`src/rtl/clk_div_ctrl.sv`:
```
// Configuration and run controller for the clock divider: computes the divider
// terminal count (sys/req)*2 with a restoring divider and applies it on tick boundaries.
//
// state      | meaning
// -----------+-------------------------------------------------------------
// IDLE       | divider disabled, waiting for a configuration or start
// CALC       | restoring division, one quotient bit per cycle
// WAIT_EDGE  | valid result while running, waiting for a divider tick
// LOAD       | new value (or reject) presented for one cycle
// RUN        | divider enabled, counting ticks
// STOP       | divider still enabled until the next tick, then IDLE

module clk_div_ctrl #(
    parameter int WIDTH = 32,
    parameter int CNT_W = 16
) (
    input  logic             clk,
    input  logic             rst,
    input  logic             cfg_valid,
    output logic             cfg_ready,
    input  logic [WIDTH-1:0] cfg_sys_clk,
    input  logic [WIDTH-1:0] cfg_req_clk,
    output logic             cfg_err,
    input  logic             start,
    input  logic             stop,
    output logic             div_en,
    output logic [WIDTH-1:0] div_value,
    output logic             div_load,
    input  logic             div_tick,
    output logic             busy,
    output logic [CNT_W-1:0] tick_cnt
);

    localparam int BIT_W = $clog2(WIDTH);

    typedef enum logic [2:0] {
        ST_IDLE,
        ST_CALC,
        ST_WAIT_EDGE,
        ST_LOAD,
        ST_RUN,
        ST_STOP
    } state_t;

    state_t           state_q, state_d;
    logic             ret_run_q, ret_run_d;
    logic             stop_pend_q, stop_pend_d;
    logic             cfg_loaded_q, cfg_loaded_d;
    logic             div_en_q, div_en_d;
    logic [WIDTH-1:0] div_value_q, div_value_d;
    logic             div_load_q, div_load_d;
    logic             cfg_err_q, cfg_err_d;
    logic             busy_q, busy_d;
    logic [CNT_W-1:0] tick_cnt_q, tick_cnt_d;
    logic [WIDTH-1:0] rem_q, rem_d;
    logic [WIDTH-1:0] quo_q, quo_d;
    logic [WIDTH-1:0] dsr_q, dsr_d;
    logic [BIT_W-1:0] bit_cnt_q, bit_cnt_d;

    logic [WIDTH:0]   rem_shift;
    logic [WIDTH-1:0] rem_diff;
    logic             q_bit;
    logic [WIDTH-1:0] quo_next;
    logic             reject;

    // One restoring step: the quotient register shifts the dividend out as it
    // shifts quotient bits in, so after WIDTH steps it holds the full quotient.
    always_comb begin
        rem_shift = {rem_q, quo_q[WIDTH-1]};
        q_bit     = (rem_shift >= {1'b0, dsr_q});
        rem_diff  = rem_shift[WIDTH-1:0] - dsr_q;
        quo_next  = {quo_q[WIDTH-2:0], q_bit};
        reject    = (dsr_q == '0) || (quo_next == '0) || quo_next[WIDTH-1];
    end

    always_comb begin
        state_d      = state_q;
        ret_run_d    = ret_run_q;
        stop_pend_d  = stop_pend_q;
        cfg_loaded_d = cfg_loaded_q;
        div_en_d     = div_en_q;
        div_value_d  = div_value_q;
        div_load_d   = 1'b0;
        cfg_err_d    = 1'b0;
        tick_cnt_d   = tick_cnt_q;
        rem_d        = rem_q;
        quo_d        = quo_q;
        dsr_d        = dsr_q;
        bit_cnt_d    = bit_cnt_q;

        if (div_en_q && div_tick) begin
            tick_cnt_d = tick_cnt_q + 1'b1;
        end

        case (state_q)
            ST_IDLE: begin
                if (cfg_valid) begin
                    quo_d     = cfg_sys_clk;
                    dsr_d     = cfg_req_clk;
                    rem_d     = '0;
                    bit_cnt_d = BIT_W'(WIDTH - 1);
                    ret_run_d = 1'b0;
                    state_d   = ST_CALC;
                end else if (start && cfg_loaded_q) begin
                    div_en_d = 1'b1;
                    state_d  = ST_RUN;
                end
            end
            ST_RUN: begin
                if (stop) begin
                    state_d = ST_STOP;
                end else if (cfg_valid) begin
                    quo_d     = cfg_sys_clk;
                    dsr_d     = cfg_req_clk;
                    rem_d     = '0;
                    bit_cnt_d = BIT_W'(WIDTH - 1);
                    ret_run_d = 1'b1;
                    state_d   = ST_CALC;
                end
            end
            ST_CALC: begin
                if (stop && ret_run_q) begin
                    stop_pend_d = 1'b1;
                end
                rem_d     = q_bit ? rem_diff : rem_shift[WIDTH-1:0];
                quo_d     = quo_next;
                bit_cnt_d = bit_cnt_q - 1'b1;
                if (bit_cnt_q == '0) begin
                    // Rejects still pass through LOAD so both outcomes share timing.
                    if (reject) begin
                        cfg_err_d = 1'b1;
                        state_d   = ST_LOAD;
                    end else if (ret_run_q) begin
                        state_d = ST_WAIT_EDGE;
                    end else begin
                        div_value_d  = {quo_next[WIDTH-2:0], 1'b0};
                        div_load_d   = 1'b1;
                        cfg_loaded_d = 1'b1;
                        tick_cnt_d   = '0;
                        state_d      = ST_LOAD;
                    end
                end
            end
            ST_WAIT_EDGE: begin
                if (stop) begin
                    stop_pend_d = 1'b1;
                end
                if (div_tick) begin
                    div_value_d  = {quo_q[WIDTH-2:0], 1'b0};
                    div_load_d   = 1'b1;
                    cfg_loaded_d = 1'b1;
                    tick_cnt_d   = '0;
                    state_d      = ST_LOAD;
                end
            end
            ST_LOAD: begin
                stop_pend_d = 1'b0;
                if (ret_run_q) begin
                    state_d = (stop_pend_q || stop) ? ST_STOP : ST_RUN;
                end else begin
                    state_d = ST_IDLE;
                end
            end
            ST_STOP: begin
                if (div_tick) begin
                    div_en_d = 1'b0;
                    state_d  = ST_IDLE;
                end
            end
            default: begin
                state_d = ST_IDLE;
            end
        endcase

        busy_d = (state_d == ST_CALC) || (state_d == ST_WAIT_EDGE) ||
                 (state_d == ST_LOAD) || (state_d == ST_STOP);
    end

    always_ff @(posedge clk) begin
        if (rst) begin
            state_q      <= ST_IDLE;
            ret_run_q    <= 1'b0;
            stop_pend_q  <= 1'b0;
            cfg_loaded_q <= 1'b0;
            div_en_q     <= 1'b0;
            div_value_q  <= '0;
            div_load_q   <= 1'b0;
            cfg_err_q    <= 1'b0;
            busy_q       <= 1'b0;
            tick_cnt_q   <= '0;
            rem_q        <= '0;
            quo_q        <= '0;
            dsr_q        <= '0;
            bit_cnt_q    <= '0;
        end else begin
            state_q      <= state_d;
            ret_run_q    <= ret_run_d;
            stop_pend_q  <= stop_pend_d;
            cfg_loaded_q <= cfg_loaded_d;
            div_en_q     <= div_en_d;
            div_value_q  <= div_value_d;
            div_load_q   <= div_load_d;
            cfg_err_q    <= cfg_err_d;
            busy_q       <= busy_d;
            tick_cnt_q   <= tick_cnt_d;
            rem_q        <= rem_d;
            quo_q        <= quo_d;
            dsr_q        <= dsr_d;
            bit_cnt_q    <= bit_cnt_d;
        end
    end

    assign cfg_ready = (state_q == ST_IDLE) || ((state_q == ST_RUN) && !stop);
    assign cfg_err   = cfg_err_q;
    assign div_en    = div_en_q;
    assign div_value = div_value_q;
    assign div_load  = div_load_q;
    assign busy      = busy_q;
    assign tick_cnt  = tick_cnt_q;

endmodule

```
`config.mk`:
```
export PLATFORM = sky130hd
export DESIGN_NAME = clk_div_ctrl
export DESIGN_NICKNAME = d
export VERILOG_FILES = /design/src/rtl/clk_div_ctrl.sv
export SDC_FILE = /design/constraint.sdc
export NUM_CORES = 1
export LEC_CHECK = 0
export BUFFER_PORTS_ARGS = -buffer_cell sky130_fd_sc_hd__buf_2
export CAP_MARGIN = 20
export CORE_MARGIN = 4
export CORE_UTILIZATION = 38
export DETAILED_ROUTE_END_ITERATION = 10
export SLEW_MARGIN = 20
export SYNTH_ARGS = -nofsm -noshare
export SYNTH_HDL_FRONTEND = slang
export SYNTH_SLANG_ARGS = --single-unit
```
`constraint.sdc`:
```
create_clock -name clk -period 5.82 [get_ports clk]
set_clock_uncertainty 0.2 [all_clocks]
set_input_delay 0.873 -clock clk [delete_from_list [all_inputs] [get_ports clk]]
set_output_delay 0.873 -clock clk [all_outputs]
set_load 0.1 [all_outputs]
```
## After elaboration in Yosys (flattened, before gate mapping)

Index checks and enable logic that the tools add are counted.

| word-level totals | value |
|---|---|
| bits in registers | 159 |
| bits of input ports | 70 |
| word-level logic and storage cells | 127 |

| cells by class | value |
|---|---|
| add/subtract/negate cells | 3 |
| $lt $le $gt $ge | 1 |
| eq/ne operators | 21 |
| muxes and demuxes | 58 |
| bitwise operators | 2 |
| reductions and logical operators | 28 |

Operators by type and width:

| operator | number |
|---|---|
| 32-bit two-way mux | 11 |
| 32-bit one-hot mux with 3 select lines | 2 |
| 32-bit one-hot mux with 2 select lines | 2 |
| 16-bit two-way mux | 5 |
| 32-bit logical NOT | 2 |
| 33-bit by 32-bit >= comparator with 1-bit output | 1 |
| 16-bit one-hot mux with 2 select lines | 1 |
| 32-bit subtractor | 1 |
| 3-bit two-way mux | 8 |
| 2-bit != test (second input constant) | 12 |
| 1-bit two-way mux | 20 |
| 3-bit one-hot mux with 6 select lines | 1 |
| 16-bit by 1-bit adder with 16-bit output (second input constant) | 1 |
| 5-bit one-hot mux with 3 select lines | 1 |
| 3-bit by 2-bit == test with 1-bit output (second input constant) | 4 |
| 5-bit two-way mux | 2 |
| 3-bit == test (second input constant) | 3 |
| 1-bit one-hot mux with 2 select lines | 4 |
| 4-bit AND reduction | 2 |
| 1-bit logical OR | 7 |
| 3-bit by 1-bit == test with 1-bit output (second input constant) | 2 |
| 2-bit nonzero test | 3 |
| 3-bit nonzero test | 2 |
| 5-bit logical NOT | 1 |
| other kinds (10) | 15 |

## Logic depth before layout (Yosys ltp)

Gate-level depths: netlist (run 1).

| logic depth | value |
|---|---|
| depth in word-level cells | 11 |
| depth in mapped cells | 13 |
| gate-level depth less buffers | 12 |

## Worst setup path after synthesis (run 1)

OpenSTA, ideal clock, no wires.

| timing path | value |
|---|---|
| path kind | input port to flip-flop |
| start | in stop |
| end | reg dsr_q[24] |
| setup time | 132 ps |
| arrival time | 4159 ps |
| data required time | 5488 ps |
| slack | 1329 ps |
| stages | 5 |
| buffers on the path | 1 |
| cells stage by stage | a211oi_1 > nand2_1 > clkbuf_1 > nand2_1 > a21oi_1 |

| between the ends | value |
|---|---|
| word-level cells in the longest chain between the ends | 2 |

Ends and longest elaborated chain:

| element | line | source |
|---|---|---|
| start: declaration | 25 | `input logic stop,` |
| 2-bit != test (no line) | - |  |
| 2-bit AND reduction (no line) | - |  |
| end signal: assignment | 208 | `dsr_q <= dsr_d;` |
| end: declaration | 57 | `logic [WIDTH-1:0] dsr_q, dsr_d;` |

Every way passes these cells.
A chain may end at the register's enable or synchronous reset.

## Worst setup path after layout (run 1)

| timing path | value |
|---|---|
| start | reg dsr_q[1] |
| end | reg div_value_q[26] (netlist: div_value[26]) |

| between the ends | value |
|---|---|
| word-level cells in the longest chain between the ends | 6 |

Ends and longest elaborated chain:

| element | line | source |
|---|---|---|
| 33-bit by 32-bit >= comparator with 1-bit output | 70 | `q_bit = (rem_shift >= {1'b0, dsr_q});` |
| 32-bit logical NOT | 73 | `reject = (dsr_q == '0) \|\| (quo_next == '0) \|\| quo_next[WIDTH-1];` |
| 1-bit logical OR (*) (2 in a row) | 73 |  |
| 2-bit != test (no line) (*) | - |  |
| 5-bit AND reduction (no line) (*) | - |  |
| end signal: assignment | 201 | `div_value_q <= div_value_d;` |
| end: declaration | 50 | `logic [WIDTH-1:0] div_value_q, div_value_d;` |

Mark *: on every way between the ends. The rest lies on a longest branch, timed or not.

==> results of run 1 <==
-- layout by cell type, fill, tap and decap left out, types with 3 or more instances in the layout --
master and instances:
sky130_fd_sc_hd__inv_8 3, sky130_fd_sc_hd__nand4_1 9, sky130_fd_sc_hd__nor2b_1 3, sky130_fd_sc_hd__a211oi_1 5, sky130_fd_sc_hd__inv_1 47, sky130_fd_sc_hd__a21o_1 11, sky130_fd_sc_hd__dfxtp_1 158, sky130_fd_sc_hd__ha_1 34
sky130_fd_sc_hd__o22ai_1 4, sky130_fd_sc_hd__and3_1 8, sky130_fd_sc_hd__nand2b_1 9, sky130_fd_sc_hd__nor3b_1 4, sky130_fd_sc_hd__o211ai_1 6, sky130_fd_sc_hd__a32oi_1 18, sky130_fd_sc_hd__nor4_1 18, sky130_fd_sc_hd__nand2_1 255
sky130_fd_sc_hd__o21ai_0 48, sky130_fd_sc_hd__inv_6 6, sky130_fd_sc_hd__or4_1 3, sky130_fd_sc_hd__buf_4 13, sky130_fd_sc_hd__a31oi_1 6, sky130_fd_sc_hd__xnor2_1 12, sky130_fd_sc_hd__nor2_1 123, sky130_fd_sc_hd__or3_1 12
sky130_fd_sc_hd__a311oi_1 63, sky130_fd_sc_hd__a21oi_1 96, sky130_fd_sc_hd__nand3_1 18, sky130_fd_sc_hd__o21ai_1 5, sky130_fd_sc_hd__nor3_1 7, sky130_fd_sc_hd__buf_2 120, sky130_fd_sc_hd__xor2_1 18, sky130_fd_sc_hd__clkbuf_16 17
-- cell families (layout without fill, tap and decap cells) --
kind of cell	Yosys count	count (layout)	synth area share, %
adders and majority gates	35	35	5.32
AOI/OAI and AO/OA	292	292	23.5
DFF	158	158	37.8
other	1	1	0.0448
buffers and inverters	115	213	5.27
and+or+nand+nor	481	481	24.5
muxes	3	3	0.374
xor gates and xnor gates	30	30	3.14
-- tightest hold or removal path: cells and delay by family (launching register included) --
family          cells  cell delay (ns)
simple gates        1             0.05
compound gates      1             0.05
flops               1             0.32
-- synthesized netlist by cell type (11+ instances only) --
master                     count
sky130_fd_sc_hd__nand2_1     255
sky130_fd_sc_hd__dfxtp_1     158
sky130_fd_sc_hd__nor2_1      124
sky130_fd_sc_hd__a21oi_1      96
sky130_fd_sc_hd__a311oi_1     63
sky130_fd_sc_hd__clkbuf_1     61
sky130_fd_sc_hd__o21ai_0      48
sky130_fd_sc_hd__inv_1        47
sky130_fd_sc_hd__ha_1         34
sky130_fd_sc_hd__a32oi_1      18
sky130_fd_sc_hd__nand3_1      18
sky130_fd_sc_hd__nor4_1       18
sky130_fd_sc_hd__xor2_1       18
sky130_fd_sc_hd__or3_1        12
sky130_fd_sc_hd__xnor2_1      12
sky130_fd_sc_hd__a21o_1       11
-- state kept, by name, indices dropped and copies added (netlist names) --
signal,cells
bit_cnt_q,5
busy,1
cfg_err,1
cfg_loaded_q,1
div_en,1
div_load,1
div_value,31
dsr_q,32
quo_q,32
rem_q,32
ret_run_q,1
state_q,3
stop_pend_q,1
tick_cnt,16
-- stage by stage --
step / hold WS (ns) / util, % / setup WS [ns]
after global routing: 0.296 / 45.0 / 1.78
after detailed placement: 0.266 / 42.2 / 2.21
after global placement: 0.258 / 42.2 / 2.31
after CTS: 0.275 / 45.0 / 2.12
after floorplan: 0.241 / - / 1.33
final: 0.270 / 45.0 / 2.11
-- power by group --
group | switching (W) | total [W] | internal, W
Clock | 0.000527 | 0.00114 | 0.000613
Combinational | 0.00157 | 0.00251 | 0.000935
Sequential | 0.000151 | 0.00139 | 0.00124
Total | 0.00225 | 0.00504 | 0.00279
-- layer usage --
metal	track usage [%]	vias up	part of all wire [%]
met1	25.4	3642	48
met3	3.32	28	4.7
met2	30.0	167	46
met5	0	-	0
met4	6.16	0	1.9
li1	-	4110	-
-- area by class of cell --
type                    instances  area, um2  share of cell area (%)
clock buffers                  17        425                    4.35
flip-flops and latches        158       3160                    32.3
repair buffers                133        698                    7.14
multi-input cells             842       4790                    49.0
well taps                     280        350                    3.58
inverters                      48        180                    1.84
clock inverters                15        170                    1.74
-- worst min-delay path by stage --
stage	endpoint	slack, ns	from	depth (start not counted)
after floorplan	cfg_loaded_q	0.24	cfg_loaded_q	2
after global placement	dsr_q[28]	0.26	dsr_q[28]	2
after detailed placement	dsr_q[12]	0.27	dsr_q[12]	2
after CTS	dsr_q[12]	0.28	dsr_q[12]	2
after global routing	dsr_q[6]	0.30	dsr_q[6]	2
final	dsr_q[23]	0.27	dsr_q[23]	2
==> results.json, run 1 <==
{
  "outcome": "completed",
  "fillerInstances": 2282,
  "cts.root.buffer_cell": "sky130_fd_sc_hd__clkbuf_16",
  "critical_path.startpoint_type": "flip-flop",
  "placement.cell_area_um2": 9180,
  "crit_chain": "inv_1 -> ha_1 -> nor2b_1 -> o21ai_1 -> a21boi_1 -> o211ai_2 -> a211oi_2 -> o31ai_4 -> o21ai_4 -> buf_4 -> nor2_1 -> a311oi_1",
  "critical_path_s_top_delay_family": "compound AO/OA/AOI/OAI gates",
  "wl_mm": 23.0,
  "critical_path.max_fanout": 36,
  "dp_cells": 1461,
  "hpwlAfterDp_mm": 15.9,
  "cts.repair.resized": 0,
  "final_cell_area_um2": 9780,
  "per_instance_average_area_after_synthesis_um2": 7.51,
  "timing.final.setup_violations": 0,
  "period_minus_slack_ns": 3.71,
  "placement.io_buffers": 121,
  "cts_tree": "yes",
  "drt-initial-drc-count": 491,
  "drt_drc_violations_left": 0,
  "area_growth_pct": 16.8,
  "wire_length_of_the_first_global_routing_pass_mm": 37.4,
  "yosys_register_bits": 158,
  "cp.depth": 12,
  "antenna_cells_inserted": 0,
  "core_area_um2": 21800,
  "r2r_cells": 12,
  "die_width_um": 156,
  "p_per_area_nw_per_um2": 515,
  "yosysWarningCount": 0,
  "synth.top_cells.by_area": "sky130_fd_sc_hd__dfxtp_1 (38%), sky130_fd_sc_hd__nand2_1 (11%), sky130_fd_sc_hd__a311oi_1 (6.6%)",
  "cts.repair_timing.setup_buffer_count": 0,
  "cp.buffers_inverters": 2,
  "setup-tns-final_ns": 0,
  "cts_sinks": 158,
  "critical_path.reg2reg.endpoint": "div_value[26]",
  "total_power_consumption_of_the_routed_design_w": 0.00504,
  "synth.yosys.seq_area_share_pct": 37.8,
  "share_of_final_layout_standard_cells_stronger_than_drive_strength_1_pct": 15.2,
  "r2r-start": "dsr_q[1]",
  "grt_overflow_total": 0,
  "cts_made_buffers": 17,
  "number_of_distinct_library_cell_variants_in_the_gate_level_netlist_after_synthesis": 66,
  "worstMarginPinSlew_ns": 0.771,
  "drtAntennaViolNets": 0,
  "max-slew-margin-rel_pct": 48.5,
  "kind_of_end_point_of_the_critical_path": "flip-flop",
  "dieArea_um2": 24500,
  "synth.net_count": 1220,
  "cp.arrival_ns": 3.85,
  "r2r_setup_slack_ns": 2.11,
  "hold_violations": 0,
  "rsz0062_at_grt": "no",
  "cts_htree_levels": 4,
  "viasPerCell": 5.32,
  "critical_path_class": "flip-flop to flip-flop",
  "nets": 1305,
  "clk_transition_reported_paths_ns": 0.07,
  "die_height_um": 156,
  "post-route-period-util_pct": 63.7,
  "p_leak_nw": 3.97,
  "ys.flop_type": "sky130_fd_sc_hd__dfxtp_1",
  "wire_per_inst_um": 15.4,
  "required_ns": 5.97,
  "hold_buffers": 0,
  "cpMaxStageDelayCell": "sky130_fd_sc_hd__o21ai_4",
  "post_synth_instance_area_um2": 8370,
  "grt_antenna_before_repair": 0,
  "via_count": 7947,
  "drtPass1Iterations": 5,
  "final-instance-count-excl-fill": 1493,
  "rows": 54,
  "yosys.area.top_type_share_pct": 37.8,
  "cts-root-to-sink-buffers": 2,
  "gpl.final_weighted_congestion": 0.889,
  "io_count": 123,
  "synth_largest_area_cell": "sky130_fd_sc_hd__dfxtp_1",
  "via_count_of_the_first_global_routing_pass": 7389,
  "postSynthCellCount": 1115,
  "largest_stage_delay_on_the_critical_path_ns": 0.57,
  "asyncSetResetFlopFracSynth_pct": 0,
  "max_clock_freq_mhz": 270,
  "maxCapViolations": 0,
  "peakVddDrop_mv": 0.250,
  "clock_latency_on_the_worst_skew_pair_ns": 0.45,
  "pin_count_of_the_biggest_net_entering_global_routing": 68,
  "timing.final.max_slew_violations": 0,
  "critical_path.startpoint": "dsr_q[1]",
  "critPathCapture": "div_value[26]",
  "groute.usage.overall_pct": 18.6,
  "hold_path_class": "flip-flop to flip-flop",
  "initial_core_util_pct": 38.5,
  "synth_enable_flop_cells": 0
}
No activity file was read; power rests on OpenSTA's default activity.
==> run 2: changes to the inputs <==
==> constraint.sdc (replaced) <==
create_clock -name clk -period 3.4 [get_ports clk]
set_clock_uncertainty 0.2 [all_clocks]
set_input_delay 0.51 -clock clk [delete_from_list [all_inputs] [get_ports clk]]
set_output_delay 0.51 -clock clk [all_outputs]
set_load 0.1 [all_outputs]
==> results.json, run 2 (synthesized netlist as in run 1, its figures left out) <==
{
  "cts-root-to-sink-buffers": 2,
  "antenna_cells_inserted": 0,
  "hold_path_class": "input pin to flip-flop",
  "io_count": 123,
  "wl_mm": 22.6,
  "p_per_area_nw_per_um2": 884,
  "nets": 1320,
  "cts_sinks": 158,
  "period_minus_slack_ns": 3.20,
  "clock_latency_on_the_worst_skew_pair_ns": 0.44,
  "grt_antenna_before_repair": 0,
  "most_frequent_standard_cell_in_the_layout_excluding_fill_and_tap_cells": "sky130_fd_sc_hd__nand2_1",
  "die_width_um": 156,
  "placement.io_buffers": 121,
  "drtPass1Iterations": 5,
  "viasPerCell": 5.35,
  "final-instance-count-excl-fill": 1508,
  "max-slew-margin-rel_pct": 52.0,
  "wire_length_of_the_first_global_routing_pass_mm": 37.1,
  "dieArea_um2": 24500,
  "cts_made_buffers": 17,
  "grt_overflow_total": 0,
  "die_height_um": 156,
  "gpl.final_weighted_congestion": 0.854,
  "p_leak_nw": 4.05,
  "post-route-period-util_pct": 94.2,
  "timing.final.max_slew_violations": 0,
  "initial_core_util_pct": 38.5,
  "hpwlAfterDp_mm": 16.1,
  "setup-tns-final_ns": 0,
  "wire_per_inst_um": 15.0,
  "groute.usage.overall_pct": 18.4,
  "timing.final.setup_violations": 0,
  "hold-worst-slack_ns": 0.109,
  "pin_count_of_the_biggest_net_entering_global_routing": 63,
  "worstMarginPinSlew_ns": 0.720,
  "core_area_um2": 21800,
  "cp.arrival_ns": 3.36,
  "cts.root.buffer_cell": "sky130_fd_sc_hd__clkbuf_16",
  "max_clock_freq_mhz": 312,
  "share_of_final_layout_standard_cells_stronger_than_drive_strength_1_pct": 16.8,
  "drt-initial-drc-count": 551,
  "drtAntennaViolNets": 0,
  "critical_path.max_fanout": 7,
  "critical_path_class": "flip-flop to flip-flop",
  "hold_violations": 0,
  "final.setup.worst_slack_ns": 0.199,
  "cts_tree": "yes",
  "critical_path.startpoint_type": "flip-flop",
  "layout_top_registers": "dsr_q: 32 flops, quo_q: 32 flops, rem_q: 32 flops",
  "kind_of_end_point_of_the_critical_path": "flip-flop",
  "peakVddDrop_mv": 0.452,
  "hold_buffers": 0,
  "post-place-ws_ns": 0.105,
  "outcome": "completed",
  "cts_htree_levels": 4,
  "clk_transition_reported_paths_ns": 0.07,
  "fillerInstances": 2273,
  "dp_cells": 1474,
  "maxCapViolations": 0,
  "area_growth_pct": 18.8,
  "rows": 54,
  "layout_common_cells": "sky130_fd_sc_hd__nand2_1 (255), sky130_fd_sc_hd__dfxtp_1 (157), sky130_fd_sc_hd__nor2_1 (123), sky130_fd_sc_hd__buf_2 (120), sky130_fd_sc_hd__a21oi_1 (94)",
  "drt_drc_violations_left": 0,
  "via_count_of_the_first_global_routing_pass": 7370,
  "via_count": 8067,
  "rsz0062_at_grt": "no",
  "required_ns": 3.56
}
run 2: layout make-up:
| type | instances | area (um2) | share of cell area (%) |
|---|---|---|---|
| Sequential cell | 158 | 3160 | 31.8 |
| Clock inverter | 15 | 164 | 1.65 |
| Multi-Input combinational cell | 842 | 4840 | 48.7 |
| Inverter | 48 | 180 | 1.81 |
| Tap cell | 280 | 350 | 3.52 |
| Timing Repair Buffer | 148 | 823 | 8.27 |
| Clock buffer | 17 | 425 | 4.28 |
run 2: stage by stage:
stage / instance area [um2] / utilization [%] / power (W)
after floorplan: 8380 / - / 0.00578
after global placement: 9300 / 42.7 / 0.00680
after detailed placement: 9300 / 42.7 / 0.00678
after global routing: 9950 / 45.7 / 0.00947
after CTS: 9890 / 45.4 / 0.00873
final: 9950 / 45.7 / 0.00880
run 2: path summary, 6_finish.rpt:
| path | depth (start not counted) | end | slack [ns] | from |
|---|---|---|---|---|
| max | 10 | tick_cnt[15] | 0.20 | dsr_q[8] |
| min | 3 | dsr_q[16] | 0.11 | cfg_req_clk[16] |
| max reg2reg | 10 | tick_cnt[15] | 0.20 | dsr_q[8] |
| min reg2reg | 2 | dsr_q[23] | 0.27 | dsr_q[23] |
run 2: per-layer routing:
layer	vias up	global-route usage [%]	routed length [um]
met5	-	0	0
met4	0	5.12	259
met3	18	3.79	1010
met2	164	28.9	10500
met1	3747	25.6	10900
li1	4138	-	-
run 2: critical path, cell delays in order, from the launching register on:
cell and delay [ns]:
sky130_fd_sc_hd__dfxtp_1 0.35, sky130_fd_sc_hd__inv_1 0.06, sky130_fd_sc_hd__ha_1 0.33, sky130_fd_sc_hd__a21oi_1 0.21, sky130_fd_sc_hd__o21ai_1 0.13, sky130_fd_sc_hd__nor4_2 0.37
sky130_fd_sc_hd__a211oi_4 0.14, sky130_fd_sc_hd__o31ai_4 0.53, sky130_fd_sc_hd__o21ai_4 0.13, sky130_fd_sc_hd__or4_1 0.53, sky130_fd_sc_hd__a21oi_1 0.15
run 2: power by group:
part           switching [W]  internal (W)  total (W)  leakage (nW)
Clock               0.000919      0.000992    0.00191         0.292
Combinational        0.00278       0.00173    0.00451          2.46
Sequential          0.000259       0.00212    0.00238          1.29
run 2: repair_timing:
action                                  in CTS  in global routing
setup buffers                                0                  2
hold endpoints to repair                     0                  0
gates resized for setup                      0                 10
endpoints found under the setup margin       0                 20
==> run 3: changes to the inputs <==
--- a/config.mk
+++ b/config.mk
@@ -5,6 +5,7 @@
 export SDC_FILE = /design/constraint.sdc
 export NUM_CORES = 1
 export LEC_CHECK = 0
+export ABC_AREA = 1
 export BUFFER_PORTS_ARGS = -buffer_cell sky130_fd_sc_hd__buf_2
 export CAP_MARGIN = 20
 export CORE_MARGIN = 4
==> results.json, run 3 <==
{
  "area_of_combinational_cells_with_multiple_inputs_um2": 5570,
  "dominant_combinational_cell_family_by_area_after_synthesis": "simple AND/OR/NAND/NOR gates",
  "synth-compound-area-share_pct": 19.6,
  "maxCapViolations": 0,
  "peakVddDrop_mv": 0.342,
  "initial_core_util_pct": 38.7,
  "postSynthCellCount": 1554,
  "pin_count_of_the_biggest_net_entering_global_routing": 65,
  "layout_common_cells": "sky130_fd_sc_hd__nand2_1 (396), sky130_fd_sc_hd__inv_1 (184), sky130_fd_sc_hd__a21oi_1 (160), sky130_fd_sc_hd__dfxtp_1 (158), sky130_fd_sc_hd__nor2_1 (141)",
  "drtAntennaViolNets": 0,
  "yosysMostFrequentCell": "sky130_fd_sc_hd__nand2_1",
  "hold_buffers": 0,
  "drtPass1Iterations": 5,
  "drt-initial-drc-count": 724,
  "cts.root.buffer_cell": "sky130_fd_sc_hd__clkbuf_16",
  "area_growth_pct": 15.2,
  "via_count": 9914,
  "viasPerCell": 5.01,
  "critical_path_class": "flip-flop to flip-flop",
  "cts.repair_timing.setup_buffer_count": 0,
  "yosys.area.top_type_share_pct": 32.4,
  "gpl.final_weighted_congestion": 0.933,
  "synth.net_count": 1659,
  "cts.repair.resized": 0,
  "wl_mm": 28.3,
  "crit_chain": "inv_1 -> ha_1 -> nand2_1 -> inv_2 -> nand2_1 -> inv_1 -> a21oi_2 -> nand3_2 -> nand2_2 -> nand2_2 -> buf_12 -> or2_2 -> nand3_1 -> a21oi_1",
  "yosysWarningCount": 0,
  "cts_htree_levels": 4,
  "drt_drc_violations_left": 0,
  "r2r-start": "dsr_q[14]",
  "p_per_area_nw_per_um2": 755,
  "largest_stage_delay_on_the_critical_path_ns": 0.37,
  "layout_top_registers": "dsr_q: 32 flops, quo_q: 32 flops, rem_q: 32 flops",
  "pwr-share-clk_pct": 22.9,
  "ys.flop_type": "sky130_fd_sc_hd__dfxtp_1",
  "placement.io_buffers": 121,
  "synth_enable_flop_cells": 0,
  "most_frequent_standard_cell_in_the_layout_excluding_fill_and_tap_cells": "sky130_fd_sc_hd__nand2_1",
  "timing.final.setup_violations": 0,
  "die_width_um": 168,
  "comb_power_share_pct": 49.5,
  "core_area_um2": 25300,
  "cts_made_buffers": 17,
  "switching_power_w": 0.00409,
  "sw_frac_of_total_pct": 48.1,
  "timing.final.max_slew_violations": 0,
  "hold_violations": 0,
  "io_count": 123,
  "synth.top_cells.by_area": "sky130_fd_sc_hd__dfxtp_1 (32%), sky130_fd_sc_hd__nand2_1 (15%), sky130_fd_sc_hd__a21oi_1 (8.2%)",
  "cts_sinks": 158,
  "yosys_register_bits": 158,
  "rsz0062_at_grt": "no",
  "synth.yosys.seq_area_share_pct": 32.4,
  "kind_of_end_point_of_the_critical_path": "flip-flop",
  "worstMarginPinSlew_ns": 0.904,
  "hpwlAfterDp_mm": 20.6,
  "fillerInstances": 2741,
  "cp.arrival_ns": 2.94,
  "yosys.area_share.simple_pct": 30.3,
  "share_of_final_layout_standard_cells_stronger_than_drive_strength_1_pct": 12.4,
  "synth_fa_ha_area_share_pct": 4.56,
  "critical_path.max_fanout": 25,
  "rows": 58,
  "asyncSetResetFlopFracSynth_pct": 0,
  "nets": 1740,
  "cpMaxStageDelayCell": "sky130_fd_sc_hd__ha_1",
  "critical_path.startpoint_type": "flip-flop",
  "dieArea_um2": 28400,
  "r2r_setup_slack_ns": 0.55,
  "clock_latency_on_the_worst_skew_pair_ns": 0.44,
  "holdCritStartpoint": "div_tick",
  "synth_largest_area_cell": "sky130_fd_sc_hd__dfxtp_1",
  "via_count_of_the_first_global_routing_pass": 9206,
  "period_minus_slack_ns": 2.85,
  "max-slew-margin-rel_pct": 39.6,
  "post-route-period-util_pct": 83.7,
  "clk_transition_reported_paths_ns": 0.07,
  "hold_path_class": "input pin to flip-flop",
  "setup-tns-final_ns": 0,
  "yosys-top-cells-count": "sky130_fd_sc_hd__nand2_1 (396), sky130_fd_sc_hd__inv_1 (187), sky130_fd_sc_hd__a21oi_1 (160), sky130_fd_sc_hd__dfxtp_1 (158), sky130_fd_sc_hd__nor2_1 (142)",
  "final-instance-count-excl-fill": 1978,
  "wire_per_inst_um": 14.3,
  "cts_tree": "yes",
  "dp_cells": 1946,
  "synth_mux_area_share_pct": 0,
  "max_clock_freq_mhz": 351,
  "groute.usage.overall_pct": 19.9,
  "number_of_distinct_library_cell_variants_in_the_gate_level_netlist_after_synthesis": 43,
  "cts-root-to-sink-buffers": 2,
  "register_area_um2": 3160,
  "p_leak_nw": 5.38,
  "critical_path.startpoint": "dsr_q[14]",
  "internal_power_w": 0.00441,
  "post_synth_instance_area_um2": 9770,
  "grt_overflow_total": 0,
  "die_height_um": 168,
  "antenna_cells_inserted": 0,
  "per_instance_average_area_after_synthesis_um2": 6.29,
  "outcome": "completed",
  "grt_antenna_before_repair": 0,
  "synthXorXnorAreaFrac_pct": 2.42,
  "required_ns": 3.50,
  "share_seq_of_total_power_pct": 27.6,
  "wire_length_of_the_first_global_routing_pass_mm": 46.9
}
## run 3: cell types whose count changed in the layout (fill, tap and decap cells not counted), moves of 11 or more
cell	before	now
sky130_fd_sc_hd__a21oi_1	94	160
sky130_fd_sc_hd__inv_1	47	184
sky130_fd_sc_hd__a32oi_1	18	0
sky130_fd_sc_hd__nor2_1	123	141
sky130_fd_sc_hd__nand2_1	255	396
sky130_fd_sc_hd__or3_1	12	1
sky130_fd_sc_hd__buf_4	27	15
sky130_fd_sc_hd__a311oi_1	63	1
sky130_fd_sc_hd__a31oi_1	6	34
sky130_fd_sc_hd__nand3_1	18	99
sky130_fd_sc_hd__o21ai_0	48	129
## run 3: final cells by class
type / count / share of cell area, %
inverter: 193 / 6.44
sequential: 158 / 28.1
multi-input combinational: 1125 / 49.4
clock inverter: 15 / 1.50
tap: 330 / 3.67
clock buffer: 17 / 3.78
timing repair buffer: 140 / 7.09
## run 3: power by group through the flow
| stage | clock [W] | sequential (W) | combinational, W |
|---|---|---|---|
| final | 0.00195 | 0.00235 | 0.00421 |
| after CTS | 0.00200 | 0.00235 | 0.00420 |
| after detailed placement | 0 | 0.00239 | 0.00417 |
| after global routing | 0.00208 | 0.00239 | 0.00472 |
| after floorplan | 0 | 0.00283 | 0.00275 |
| after global placement | 0 | 0.00238 | 0.00418 |
## run 3: worst paths after layout
path,to,depth (start not counted)
max reg2reg,rem_q[21],14
min reg2reg,bit_cnt_q[0],2
max,rem_q[21],14
min,div_en,2
## run 3: routing by layer
layer  GRT usage (%)  part of all wire (%)
met5               0                     0
met4            3.46                  0.76
met3            3.10                   4.1
met2            31.6                    44
met1            28.8                    51
## run 3: per-stage QoR
| stage | instance area (um2) | total power (W) | util (%) | hold slack [ns] | worst slack, ns |
|---|---|---|---|---|---|
| after CTS | 11300 | 0.00854 | 44.6 | 0.107 | 0.527 |
| after detailed placement | 10700 | 0.00656 | 42.3 | 0.256 | 0.550 |
| after global placement | 10700 | 0.00656 | 42.3 | 0.253 | 0.562 |
| after floorplan | 9770 | 0.00559 | - | 0.243 | 0.670 |
| final | 11300 | 0.00851 | 44.6 | 0.119 | 0.555 |
| after global routing | 11300 | 0.00919 | 44.6 | 0.133 | 0.223 |
## run 3: cells by family after synthesis
family          after synthesis
buf+inv                     271
flops                       158
simple gates                703
xor+xnor                     27
compound gates              359
fa+ha+maj                    35
other cells                   1
## run 3: worst max-delay path: cells and delay by family, from the launching register on
kind | cells | cell delay, ns
fa+ha+maj | 1 | 0.37
flops | 1 | 0.33
compound gates | 2 | 0.26
buf+inv | 4 | 0.43
simple gates | 7 | 1.09
